--- src/rtl/cpu_pkg.sv ---
// Shared CPU definitions: datapath widths, opcode values and fetch FSM states.
package cpu_pkg;

  localparam int PC_W    = 16;
  localparam int INSTR_W = 32;

  localparam logic [3:0] OP_NOOP   = 4'h0;
  localparam logic [3:0] OP_ALU    = 4'h1;
  localparam logic [3:0] OP_LOAD   = 4'h2;
  localparam logic [3:0] OP_STORE  = 4'h3;
  localparam logic [3:0] OP_BRANCH = 4'h8;
  localparam logic [3:0] OP_HALT   = 4'hF;

  typedef enum logic [1:0] {
    IDLE  = 2'd0,
    WAIT  = 2'd1,
    DRAIN = 2'd2
  } fetchState_t;

endpackage

--- src/rtl/branch_resolve.sv ---
// Combinational next-PC selection: sequential increment or taken-branch target.
module branch_resolve
  import cpu_pkg::*;
(
  input  logic [PC_W-1:0] pc_i,
  input  logic [3:0]      mm_i,
  input  logic [PC_W-1:0] imm_i,
  input  logic [3:0]      stat_i,
  input  logic            pcSel_i,
  input  logic            brSel_i,
  output logic [PC_W-1:0] nextPc_o
);

  logic            taken;
  logic [PC_W-1:0] target;

  // A zero mask means unconditional; otherwise any masked status flag takes it.
  // PC and offset share a width, so the add wraps and the offset acts as signed.
  assign taken    = (mm_i == 4'h0) || ((mm_i & stat_i) != 4'h0);
  assign target   = brSel_i ? (pc_i + imm_i) : imm_i;
  assign nextPc_o = (pcSel_i && taken) ? target : (pc_i + PC_W'(1));

endmodule

--- src/rtl/fetch_unit.sv ---
// Instruction fetch unit: PC, IR and status registers plus the memory fetch FSM.
module fetch_unit
  import cpu_pkg::*;
(
  input  logic               CLK,
  input  logic               RST_F,
  input  logic               PC_WRITE,
  input  logic               PC_SEL,
  input  logic               BR_SEL,
  input  logic               PC_RST,
  input  logic               STAT_WE,
  input  logic [3:0]         ALU_FLAGS,
  output logic [PC_W-1:0]    IMEM_ADDR,
  output logic               IMEM_REQ,
  input  logic [INSTR_W-1:0] IMEM_RDATA,
  input  logic               IMEM_ACK,
  output logic [INSTR_W-1:0] INSTR,
  output logic [3:0]         OPCODE,
  output logic [3:0]         MM,
  output logic [3:0]         STAT,
  output logic [PC_W-1:0]    PC,
  output logic               FETCH_BUSY
);

  fetchState_t        state_q;
  logic [PC_W-1:0]    pc_q;
  logic [INSTR_W-1:0] instr_q;
  logic [3:0]         stat_q;
  logic               pend_q;
  logic               pendPcSel_q;
  logic               pendBrSel_q;
  logic               launch_q;
  logic               imemReq_q;
  logic [PC_W-1:0]    imemAddr_q;

  logic               pcSelEff;
  logic               brSelEff;
  logic [PC_W-1:0]    nextPc_d;

  // A pending update uses the selects captured while the fetch was outstanding.
  assign pcSelEff = pend_q ? pendPcSel_q : PC_SEL;
  assign brSelEff = pend_q ? pendBrSel_q : BR_SEL;

  branch_resolve uBranch (
    .pc_i     (pc_q),
    .mm_i     (instr_q[27:24]),
    .imm_i    (instr_q[PC_W-1:0]),
    .stat_i   (stat_q),
    .pcSel_i  (pcSelEff),
    .brSel_i  (brSelEff),
    .nextPc_o (nextPc_d)
  );

  // launch_q resets high so the first edge after reset fetches address 0.
  always_ff @(posedge CLK or negedge RST_F) begin
    if (!RST_F) begin
      state_q     <= IDLE;
      pc_q        <= '0;
      instr_q     <= '0;
      stat_q      <= '0;
      pend_q      <= 1'b0;
      pendPcSel_q <= 1'b0;
      pendBrSel_q <= 1'b0;
      launch_q    <= 1'b1;
      imemReq_q   <= 1'b0;
      imemAddr_q  <= '0;
    end else begin
      if (STAT_WE) stat_q <= ALU_FLAGS;
      case (state_q)
        IDLE: begin
          if (PC_RST) begin
            pc_q     <= '0;
            pend_q   <= 1'b0;
            launch_q <= 1'b1;
          end else if (pend_q) begin
            pc_q     <= nextPc_d;
            pend_q   <= 1'b0;
            launch_q <= 1'b1;
          end else if (PC_WRITE) begin
            pc_q     <= nextPc_d;
            launch_q <= 1'b1;
          end else if (launch_q) begin
            state_q    <= WAIT;
            imemReq_q  <= 1'b1;
            imemAddr_q <= pc_q;
            launch_q   <= 1'b0;
          end
        end
        WAIT: begin
          if (PC_RST) begin
            pc_q   <= '0;
            pend_q <= 1'b0;
            if (IMEM_ACK) begin
              state_q   <= IDLE;
              imemReq_q <= 1'b0;
              launch_q  <= 1'b1;
            end else begin
              state_q <= DRAIN;
            end
          end else begin
            if (PC_WRITE && !pend_q) begin
              pend_q      <= 1'b1;
              pendPcSel_q <= PC_SEL;
              pendBrSel_q <= BR_SEL;
            end
            if (IMEM_ACK) begin
              instr_q   <= IMEM_RDATA;
              state_q   <= IDLE;
              imemReq_q <= 1'b0;
            end
          end
        end
        DRAIN: begin
          // Request stays up until the stale read completes; its data is dropped.
          if (PC_RST) begin
            pc_q   <= '0;
            pend_q <= 1'b0;
          end else if (PC_WRITE && !pend_q) begin
            pend_q      <= 1'b1;
            pendPcSel_q <= PC_SEL;
            pendBrSel_q <= BR_SEL;
          end
          if (IMEM_ACK) begin
            state_q   <= IDLE;
            imemReq_q <= 1'b0;
            launch_q  <= 1'b1;
          end
        end
        default: begin
          state_q   <= IDLE;
          imemReq_q <= 1'b0;
          launch_q  <= 1'b1;
        end
      endcase
    end
  end

  assign IMEM_ADDR  = imemAddr_q;
  assign IMEM_REQ   = imemReq_q;
  assign INSTR      = instr_q;
  assign OPCODE     = instr_q[31:28];
  assign MM         = instr_q[27:24];
  assign STAT       = stat_q;
  assign PC         = pc_q;
  assign FETCH_BUSY = (state_q != IDLE) || pend_q || launch_q;

endmodule

--- config.mk ---
export PLATFORM = sky130hd
export DESIGN_NAME = fetch_unit
export DESIGN_NICKNAME = d
export VERILOG_FILES = /design/src/rtl/cpu_pkg.sv /design/src/rtl/branch_resolve.sv /design/src/rtl/fetch_unit.sv
export SDC_FILE = /design/constraint.sdc
export NUM_CORES = 1
export LEC_CHECK = 0
export CAP_MARGIN = 5
export CORE_UTILIZATION = 40
export DETAILED_ROUTE_END_ITERATION = 7
export PLACE_DENSITY = 0.77
export SYNTH_ARGS = -nofsm -noshare
export SYNTH_HDL_FRONTEND = slang
export SYNTH_HIERARCHICAL = 1
export SYNTH_SLANG_ARGS = --single-unit
--- constraint.sdc ---
create_clock -name CLK -period 7.37 [get_ports CLK]
set_input_delay 1.474 -clock CLK [delete_from_list [all_inputs] [get_ports CLK]]
set_output_delay 1.474 -clock CLK [all_outputs]
set_load 0.05 [all_outputs]
==> results of run 1 <==
registers in the layout, indices dropped and copies added, names as in the netlist:
name         flops
STAT             4
pendPcSel_q      1
INSTR           32
pend_q           1
IMEM_REQ         1
IMEM_ADDR       16
pendBrSel_q      1
PC              16
launch_q         1
state_q          2
worst max-delay path by stage:
stage | cells past startpoint | to | from | slack (ns)
6_report | 4 | FETCH_BUSY | state_q[0] | 3.82
5_1_grt | 4 | FETCH_BUSY | state_q[0] | 3.72
4_1_cts | 4 | FETCH_BUSY | state_q[0] | 3.81
3_5_place_dp | 7 | PC[13] | PC_SEL | 3.87
3_3_place_gp | 7 | PC[13] | PC_SEL | 3.97
2_1_floorplan | 9 | PC[10] | PC[0] | 4.43
area by class of cell:
class	count	area (sq um)	area share, %
Multi-Input combinational cell	299	2411	40.55
Sequential cell	75	1878	31.59
Timing Repair Buffer	123	1224	20.58
Tap cell	140	175.2	2.946
Clock buffer	11	151.4	2.546
Inverter	15	56.30	0.9470
Clock inverter	4	50.05	0.8418
metal layers:
metal	up-vias	GRT usage (%)	share of wire [%]
li1	1752	-	-
met1	1785	26.25	47
met2	104	29.44	47
met3	10	3.737	4.5
met4	0	7.143	1.7
met5	-	0	0
metrics by stage:
step / utilization [%] / cells / setup slack, ns
6_report: 54.61 / 667 / 3.822
2_1_floorplan: - / 411 / 4.432
5_1_grt: 54.61 / 667 / 3.724
3_3_place_gp: 52.76 / 652 / 3.966
4_1_cts: 54.61 / 667 / 3.808
3_5_place_dp: 52.76 / 652 / 3.865
critical path: cells and delay by family (launching register included):
kind          cells  cell delay (ns)
buf+inv           2             0.92
simple gates      1             0.10
flops             1             0.45
fa+ha+maj         1             0.27
cell families after synthesis:
family | count (synthesis)
adder cells (fa/ha/maj) | 23
AO/OA/AOI/OAI | 99
flip-flops | 75
multiplexers | 62
XOR/XNOR | 20
AND/OR/NAND/NOR | 95
buffers and inverters | 37
cells in the final DEF, fill, tap and decap left out, drive strengths merged, types with 3 or more instances in the layout:
cell type,synthesis,layout
clkdlybuf4s50,0,120
dfrtp,74,74
mux2,58,58
ha,22,22
nor2,22,22
a21oi,21,21
o21ai,20,20
a22o,17,17
nand3,17,17
inv,15,15
nand2,15,15
xnor2,12,12
clkbuf,6,11
nor3,9,9
xor2,8,8
a21o,6,6
and3,6,6
a31oi,4,4
nand4,4,4
mux2i,4,4
nor4,4,4
nor3b,3,3
buf,16,3
o21a,3,3
a211oi,3,3
o211ai,3,3
o21bai,3,3
a221oi,3,3
power by group:
| part | switching (mW) | internal (mW) |
|---|---|---|
| clock | 0.153 | 0.172 |
| combinational | 1.18 | 0.736 |
| sequential | 0.201 | 0.585 |
==> key figures, run 1 <==
Critical path
  • RR Startpoint: PC[0]
  • Worst Setup Start Kind: flip-flop
  • Slowest cell on crit path: clkdlybuf4s50_1
  • Crit-path max FO: 5
  • R2R depth: 9
  • CP arrival: around 2.1 ns
  • Element type at the critical path end: output pin
  • R2R Path End: PC[10]
  • Crit path required time: around 6 ns
  • CP Cell Sequence: inv_1 -> ha_1 -> nand3_1 -> clkdlybuf4s50_1
  • Max incr delay on CP: approximately 0.80 ns
  • R2R Setup Slk: between 4 and 5 ns
  • Kind of critical path: flip-flop to output pin

Synthesis
  • Top cells by count, synth: dfrtp_1, mux2_2, ha_1
  • Register area share after synthesis: a little over two fifths
  • #FFs+latches synth: 75
  • Avg Inst Size Synth: ~11 sq um
  • Post-Synth XOR/XNOR Area: roughly 3.9%
  • Top-count cell post-synth: dfrtp_1
  • Synth area leader: dfrtp_1
  • Post-Syn Area: around 0.0045 sq mm
  • Synth unique cells: 64
  • Largest family of logic cells by synthesized area: multiplexers
  • FFs w/ async S/R, synth: 100.0%
  • Yosys top cell area share: 41.21%
  • Multiplexer area fraction after synthesis: between 10% and 20%
  • Cells after synthesis: roughly 410
  • Post-Synth Simple-Gate Area: 11.50%
  • Area share of fa/ha/maj cells after synthesis: between 6 and 7%
  • Compound-cell area share of the yosys netlist: 15.43%
  • Synth top area cells: dfrtp_1, mux2_2, ha_1
  • Top_reg_cell synth: dfrtp_1
  • Synth Net Count: 478
  • Post-synth EDFFs: 0
  • Synth warnings: 6

Floorplan
  • Die Span X: 108.0 um
  • Die Y: around 110 um
  • Num ports: between 100 and 150
  • Die area: 0.01166 sq mm
  • Row cnt: 38
  • Initial Util: 41.27%
  • Area of the core: between 0.01 and 0.015 sq mm

Place
  • Final Wtd Congestion: approximately 0.85
  • Final HPWL DP: 7929 um
  • Dpl cell area: about 0.0057 sq mm
  • PortBufs: between 100 and 150

Detailed routing
  • Final ANT Viol Nets: 0
  • Post-DR vias/cell: roughly 5.5
  • Pre-antenna DRT Iters: 4
  • Via count: ~3700
  • Average wire per standard cell: about 16 um
  • DRC errors left: 0
  • DR iter-0 viols: 193
  • WL final: around 11000 um

Cells and area
  • Layout cell share with drive strength beyond 1: around 16%
  • Fill count: between 900 and 1000
  • Fin nets: 590
  • Diodes inserted: 0
  • Design area: 0.005946 sq mm
  • Syn-to-layout area delta: 32.33%

Global route
  • Vias in the first global route: approximately 3500
  • First-pass GRT wire length: 17400 um
  • Largest net degree at the start of global routing: 76
  • All-layer global routing usage: a little under a fifth
  • Gr ovfl total: 0
  • Initial antenna violation count: 0

Clock network
  • Worst-Skew Late Latency: 0.35 ns
  • CTS Sinks: 75
  • Resized Gates After CTS: 0
  • CTS tree: yes
  • H-tree depth: 3
  • Postcts setup bufs: 0
  • Post-CTS Hold Fix Bufs: 0
  • Num CTS Buffers: 9
  • Clock slew seen by the registers of the worst setup and hold paths: about 0.070 ns
  • Max clock buf depth: 2
  • CTS root buf: clkbuf_8

STA
  • TNS Setup: 0 ns
  • Worst slew pin tran: 0.9421 ns
  • Final worst path period need: between 3 and 4 ns
  • Final Hold Fails: 0
  • Final Max Tran Viols: 0
  • Hold_ws: 0.5070 ns
  • Clk_skew: 0.01066 ns
  • Max Clk Rate: 0.2818 GHz
  • Worst slew margin: approximately 37%
  • RSZ-0062 raised after global routing: false
  • Fin crit share: around half
  • Final setup fails: 0

Power
  • VDD IR max: around 0.26 mV
  • Leakage: roughly 2.6 nW
  • Tot Pwr: 3.028 mW
  • PwrDens: 509.3 mW/mm^2

Worst hold path
  • Hold Path Origin: IMEM_ADDR[11]
  • Hold Path End: IMEM_ADDR[11]
  • Worst Hold Class: flip-flop to flip-flop
  • Cells on Worst Hold Path: 1

Status
  • Run status: completed

Job
  • Max-cap violations: 0
No activity file was read; power rests on OpenSTA's default activity.
==> run 2: changes to the inputs <==
--- a/config.mk
+++ b/config.mk
@@ -8,7 +8,7 @@
 export CAP_MARGIN = 5
 export CORE_UTILIZATION = 40
 export DETAILED_ROUTE_END_ITERATION = 7
-export PLACE_DENSITY = 0.77
+export PLACE_DENSITY = 0.8
 export SYNTH_ARGS = -nofsm -noshare
 export SYNTH_HDL_FRONTEND = slang
 export SYNTH_HIERARCHICAL = 1
==> constraint.sdc (replaced) <==
create_clock -name CLK -period 2.96 [get_ports CLK]
set_input_delay 0.592 -clock CLK [delete_from_list [all_inputs] [get_ports CLK]]
set_output_delay 0.592 -clock CLK [all_outputs]
set_load 0.05 [all_outputs]
==> run 2 against run 1 <==
Effect of this change:
- non-clock buffer count rose by 9
- sequential cell count did not move
- register-to-register slack got worse by 4.1 ns
- via count rose by 3.6%
- combinational power rose to 2.6 times the previous value
- power rose to 2.5 times the previous value
- die area did not move
- clock power rose to 2.7 times the previous value
- clock skew rose by 0.0083 ns
- cell area rose by 1.4%
- routed wire length rose by 3.0%
==> key figures, run 2 (synthesized netlist as in run 1, its figures left out) <==
Status
  • Run status: completed

Floorplan
  • Row cnt: 38
  • Die Y: 108.0 um
  • Num ports: about 120
  • Initial Util: 41.27%
  • Area of the core: 0.01089 sq mm
  • Die area: 0.01166 sq mm
  • Die Span X: around 110 um

STA
  • Worst slew pin tran: 0.9411 ns
  • RSZ-0062 raised after global routing: false
  • TNS Setup: 0 ns
  • Clk_skew: 0.01901 ns
  • Final setup fails: 0
  • Fin crit share: between 90% and 100%
  • Max Clk Rate: roughly 0.36 GHz
  • Final Hold Fails: 0
  • Final worst path period need: around 2.8 ns
  • Final Max Tran Viols: 0
  • Worst slew margin: a little under two fifths

Cells and area
  • Fin nets: roughly 600
  • Max reg flops: 32
  • Syn-to-layout area delta: 34.17%
  • Non-Filler Instances: 677
  • Commonest non-fill, non-tap cell in the layout: clkdlybuf4s50_1
  • Diodes inserted: 0
  • Layout cell share with drive strength beyond 1: 17.13%
  • Most frequent cells in the layout: clkdlybuf4s50_1, dfrtp_1, mux2_2, ha_1

Global route
  • Initial antenna violation count: 0
  • First-pass GRT wire length: 17710 um
  • Vias in the first global route: ~3500
  • Largest net degree at the start of global routing: 76
  • All-layer global routing usage: between 10% and 20%
  • Gr ovfl total: 0

Detailed routing
  • Pre-antenna DRT Iters: 5
  • Final ANT Viol Nets: 0
  • DRC errors left: 0
  • Post-DR vias/cell: 5.589
  • WL final: 11010 um
  • Average wire per standard cell: between 15 and 20 um
  • Via count: ~3800
  • DR iter-0 viols: about 220

Critical path
  • Worst Setup Start Kind: flip-flop
  • Critical path startpoint: PC[0]
  • Crit path required time: 3.19 ns
  • CP arrival: roughly 3.0 ns
  • Kind of critical path: flip-flop to flip-flop
  • R2R depth: 9
  • Crit-path max FO: 4
  • RR Startpoint: PC[0]
  • Element type at the critical path end: flip-flop

Clock network
  • CTS Sinks: between 70 and 80
  • H-tree depth: 3
  • Num CTS Buffers: 9
  • Resized Gates After CTS: 0
  • CTS tree: yes
  • Postcts setup bufs: 0
  • CTS root buf: clkbuf_8
  • Max clock buf depth: 2
  • Post-CTS Hold Fix Bufs: 0
  • Worst-Skew Late Latency: around 0.36 ns
  • Clock slew seen by the registers of the worst setup and hold paths: around 0.09 ns

Power
  • VDD IR max: 0.5824 mV
  • PwrDens: 1277 mW/mm^2
  • Pint: 3.822 mW
  • Leakage: 2.615 nW
  • Combinational power share: approximately 64%
  • Sequential power share: between 20% and 30%
  • Switching Share: 50.37%
  • Switching power total: approximately 3.9 mW
  • Clock power share: 11.4%

Place
  • PortBufs: roughly 120
  • Final Wtd Congestion: approximately 0.85
  • Final HPWL DP: about 8000 um
  • DP Cell Count: 661

Job
  • Max-cap violations: 0

Worst hold path
  • Worst Hold Class: input port to async pin
-- run 2: cell count changes in the layout (fill, tap and decap cells not counted) --
cell / change
inv_6: +1
clkbuf_8: -2
clkbuf_1: +1
bufinv_16: +1
buf_4: +9
-- run 2: worst max-delay path: stages (launching register included) --
cell and delay, ns:
dfrtp_1 0.40, ha_1 0.25, fa_1 0.41, a21o_1 0.22, a221oi_2 0.36, a221oi_1 0.14
or3_1 0.32, a311oi_1 0.29, a21oi_1 0.07, a22o_1 0.21
-- run 2: layout make-up --
type                            instances  area, sq um
Sequential cell                        75         1878
Timing Repair Buffer                  132         1291
Fill cell                             935         4860
Clock buffer                           10        127.6
Tap cell                              140        175.2
Clock inverter                          6        88.84
Inverter                               15        56.30
Multi-Input combinational cell        299         2411
-- run 2: routing by layer --
layer | GRT usage, % | part of all wire [%] | up-vias
li1 | - | - | 1767
met1 | 26.21 | 44 | 1834
met2 | 30.07 | 47 | 163
met3 | 4.822 | 6.7 | 20
met4 | 6.849 | 2.1 | 0
met5 | 0 | 0 | -
-- run 2: through the flow --
step | total power [mW] | util [%] | cell area (sq um) | hold slack [ns] | setup WS (ns)
3_5_place_dp | 6.790 | 53.38 | 5812 | 0.4933 | 0.2182
6_report | 7.700 | 55.37 | 6028 | 0.3792 | 0.1832
4_1_cts | 7.697 | 55.37 | 6028 | 0.4192 | 0.2065
2_1_floorplan | 5.370 | - | 4493 | 0.2964 | 0.02157
3_3_place_gp | 6.673 | 53.38 | 5812 | 0.4784 | 0.2517
5_1_grt | 8.119 | 55.37 | 6028 | 0.4526 | 0.05768
-- run 2: path summary, 6_finish.rpt --
check,slack (ns),to
max,0.18,PC[10]
min,0.38,IMEM_ADDR[1]
max reg2reg,0.18,PC[10]
min reg2reg,0.51,IMEM_ADDR[15]
max in group asynchronous,1.96,INSTR[14]
min in group CLK,0.51,IMEM_ADDR[15]
-- run 2: power groups by stage --
stage | Sequential, mW | Clock, mW | Combinational [mW]
finish | 1.89 | 0.877 | 4.93
global placement | 1.88 | 0 | 4.80
floorplan | 3.19 | 0 | 2.18
CTS | 1.89 | 0.897 | 4.91
detailed placement | 1.91 | 0 | 4.88
global route | 1.96 | 0.948 | 5.21
==> run 3: changes to the inputs <==
--- a/config.mk
+++ b/config.mk
@@ -8,6 +8,7 @@
 export CAP_MARGIN = 5
 export CORE_UTILIZATION = 40
 export DETAILED_ROUTE_END_ITERATION = 7
+export MAX_ROUTING_LAYER = met4
 export PLACE_DENSITY = 0.8
 export SYNTH_ARGS = -nofsm -noshare
 export SYNTH_HDL_FRONTEND = slang
==> run 3 against run 2 <==
Effect of this change:
- critical path depth shrank 5
- register-to-register slack better by 0.09 ns
- fmax up 2.7%
- largest power group unchanged
- clock skew down 0.013 ns
- sequential share of layout area rose by 0.33 points
- sequential cell count is the same
- die area did not move
==> key figures, run 3 (synthesized netlist as in run 1, its figures left out) <==
Status
  • Run status: completed

Cells and area
  • Commonest non-fill, non-tap cell in the layout: clkdlybuf4s50_1
  • Final Core Density: 54.79%
  • Fin nets: 598
  • Diodes inserted: 0
  • Max reg flops: 32
  • Most frequent cells in the layout: clkdlybuf4s50_1, dfrtp_1, mux2_2, ha_1
  • Layout cell share with drive strength beyond 1: 16.45%
  • Syn-to-layout area delta: 32.78%

Place
  • PortBufs: about 120
  • Final HPWL DP: between 8000 and 9000 um
  • Pre-CTS setup slack: roughly 0.30 ns
  • Final Wtd Congestion: 0.8623

Power
  • Switching power total: about 3.8 mW
  • Tot Pwr: ~7.5 mW
  • Leakage: between 2 and 3 nW
  • VDD IR max: slightly below 0.6 mV
  • Clock power share: 9.2%
  • Switching Share: between 50% and 60%
  • Sequential power share: between 20 and 30%
  • PwrDens: 1256 mW/mm^2
  • Combinational power share: between 60% and 70%
  • Pint: about 3.7 mW

Clock network
  • Max clock buf depth: 2
  • H-tree depth: 3
  • Post-CTS Hold Fix Bufs: 0
  • CTS root buf: clkbuf_8
  • CTS Sinks: between 70 and 80
  • Worst-Skew Late Latency: between 0.3 and 0.4 ns
  • Num CTS Buffers: 9
  • Resized Gates After CTS: 0
  • Clock slew seen by the registers of the worst setup and hold paths: approximately 0.080 ns
  • Postcts setup bufs: 0
  • CTS tree: yes

Global route
  • GR Layer Usage met2: between 30% and 40%
  • Met1 Usage GRT: a little over a quarter
  • Gr ovfl total: 0
  • Vias in the first global route: 3553
  • Met3 Usage GRT: just over 4%
  • GRT busiest layer: met2
  • Initial antenna violation count: 0
  • First-pass GRT wire length: 17860 um
  • Largest net degree at the start of global routing: 76
  • All-layer global routing usage: 20.30%

Critical path
  • Worst Setup Start Kind: flip-flop
  • R2R depth: 10
  • CP Depth: 4
  • Crit-path max FO: 5
  • CP arrival: ~2.1 ns
  • Element type at the critical path end: output pin
  • WP buf/inv: 2
  • Max incr delay on CP: roughly 0.80 ns
  • Crit path required time: between 2 and 2.5 ns
  • Slowest cell on crit path: clkdlybuf4s50_1
  • R2R Setup Slk: around 0.27 ns
  • Crit path max-delay family: buffers and inverters
  • CP Cell Sequence: inv_1 -> ha_1 -> nand3_1 -> clkdlybuf4s50_1
  • Kind of critical path: flip-flop to output pin

Detailed routing
  • Final ANT Viol Nets: 0
  • Average wire per standard cell: ~16 um
  • Via count: between 3000 and 4000
  • WL final: roughly 11000 um
  • Post-DR vias/cell: 5.480
  • Pre-antenna DRT Iters: 5
  • DRC errors left: 0
  • DR iter-0 viols: 280

STA
  • TNS Setup: 0 ns
  • Final Max Tran Viols: 0
  • RSZ-0062 raised after global routing: false
  • Final worst path period need: 2.705 ns
  • Fin crit share: between 90% and 100%
  • Worst slew margin: between 30% and 40%
  • Clk_skew: 0.005722 ns
  • Hold_ws: approximately 0.38 ns
  • Worst Setup Slack, final: approximately 0.26 ns
  • Final setup fails: 0
  • Max Clk Rate: ~0.37 GHz
  • Final Hold Fails: 0
  • Worst slew pin tran: around 0.94 ns

Floorplan
  • Initial Util: between 40% and 50%
  • Row cnt: 38
  • Die Y: between 100 and 150 um
  • Num ports: ~120
  • Area of the core: around 0.011 sq mm
  • Die area: between 0.01 and 0.015 sq mm
  • Die Span X: ~110 um

Job
  • Max-cap violations: 0

Worst hold path
  • Worst Hold Class: input port to async pin
## run 3: changes by cell type in the layout (fill, tap and decap cells not counted)
cell	before	now
clkinvlp_4	2	1
inv_6	1	0
clkbuf_8	9	10
buf_4	12	11
bufinv_16	2	0
clkbuf_1	1	3
## run 3: final cells by class
type / count / area (sq um)
well taps: 140 / 175.2
flip-flops and latches: 75 / 1878
clock inverters: 2 / 12.51
inverters: 15 / 56.30
repair buffers: 131 / 1284
multi-input cells: 299 / 2411
fillers: 935 / 4922
clock buffers: 13 / 148.9
## run 3: final timing paths
check | from | end
worst max register to register | INSTR[0] | PC[12]
max in group asynchronous | RST_F | INSTR[31]
worst max-delay path | state_q[0] | FETCH_BUSY
worst min register to register | pendPcSel_q | pendPcSel_q
min in group CLK | pendPcSel_q | pendPcSel_q
worst min-delay path | RST_F | IMEM_ADDR[3]
## run 3: worst reg2reg max path: cells and delay by family, from the launching register on
kind	cells	cell delay (ns)
buffers and inverters	1	0.18
AO/OA/AOI/OAI	6	1.06
multiplexers	1	0.33
flip-flops	1	0.41
adder cells (fa/ha/maj)	2	0.64
## run 3: stage by stage
step / instances / cell area (sq um)
5_1_grt: 675 / 5966
2_1_floorplan: 411 / 4493
3_5_place_dp: 660 / 5804
4_1_cts: 675 / 5966
6_report: 675 / 5966
3_3_place_gp: 660 / 5804
## run 3: power groups by stage
stage | Combinational (mW) | Sequential (mW) | Clock (mW)
after floorplan | 2.18 | 3.19 | 0
after global placement | 4.78 | 1.90 | 0
after detailed placement | 4.87 | 1.93 | 0
after CTS | 4.88 | 1.92 | 0.715
after global routing | 5.19 | 1.99 | 0.764
final | 4.89 | 1.92 | 0.690
## run 3: per-layer routing
layer,wire length (um),part of all wire [%]
met1,4990,45
met2,5256,48
met3,598,5.4
met4,164,1.5
met5,0,0
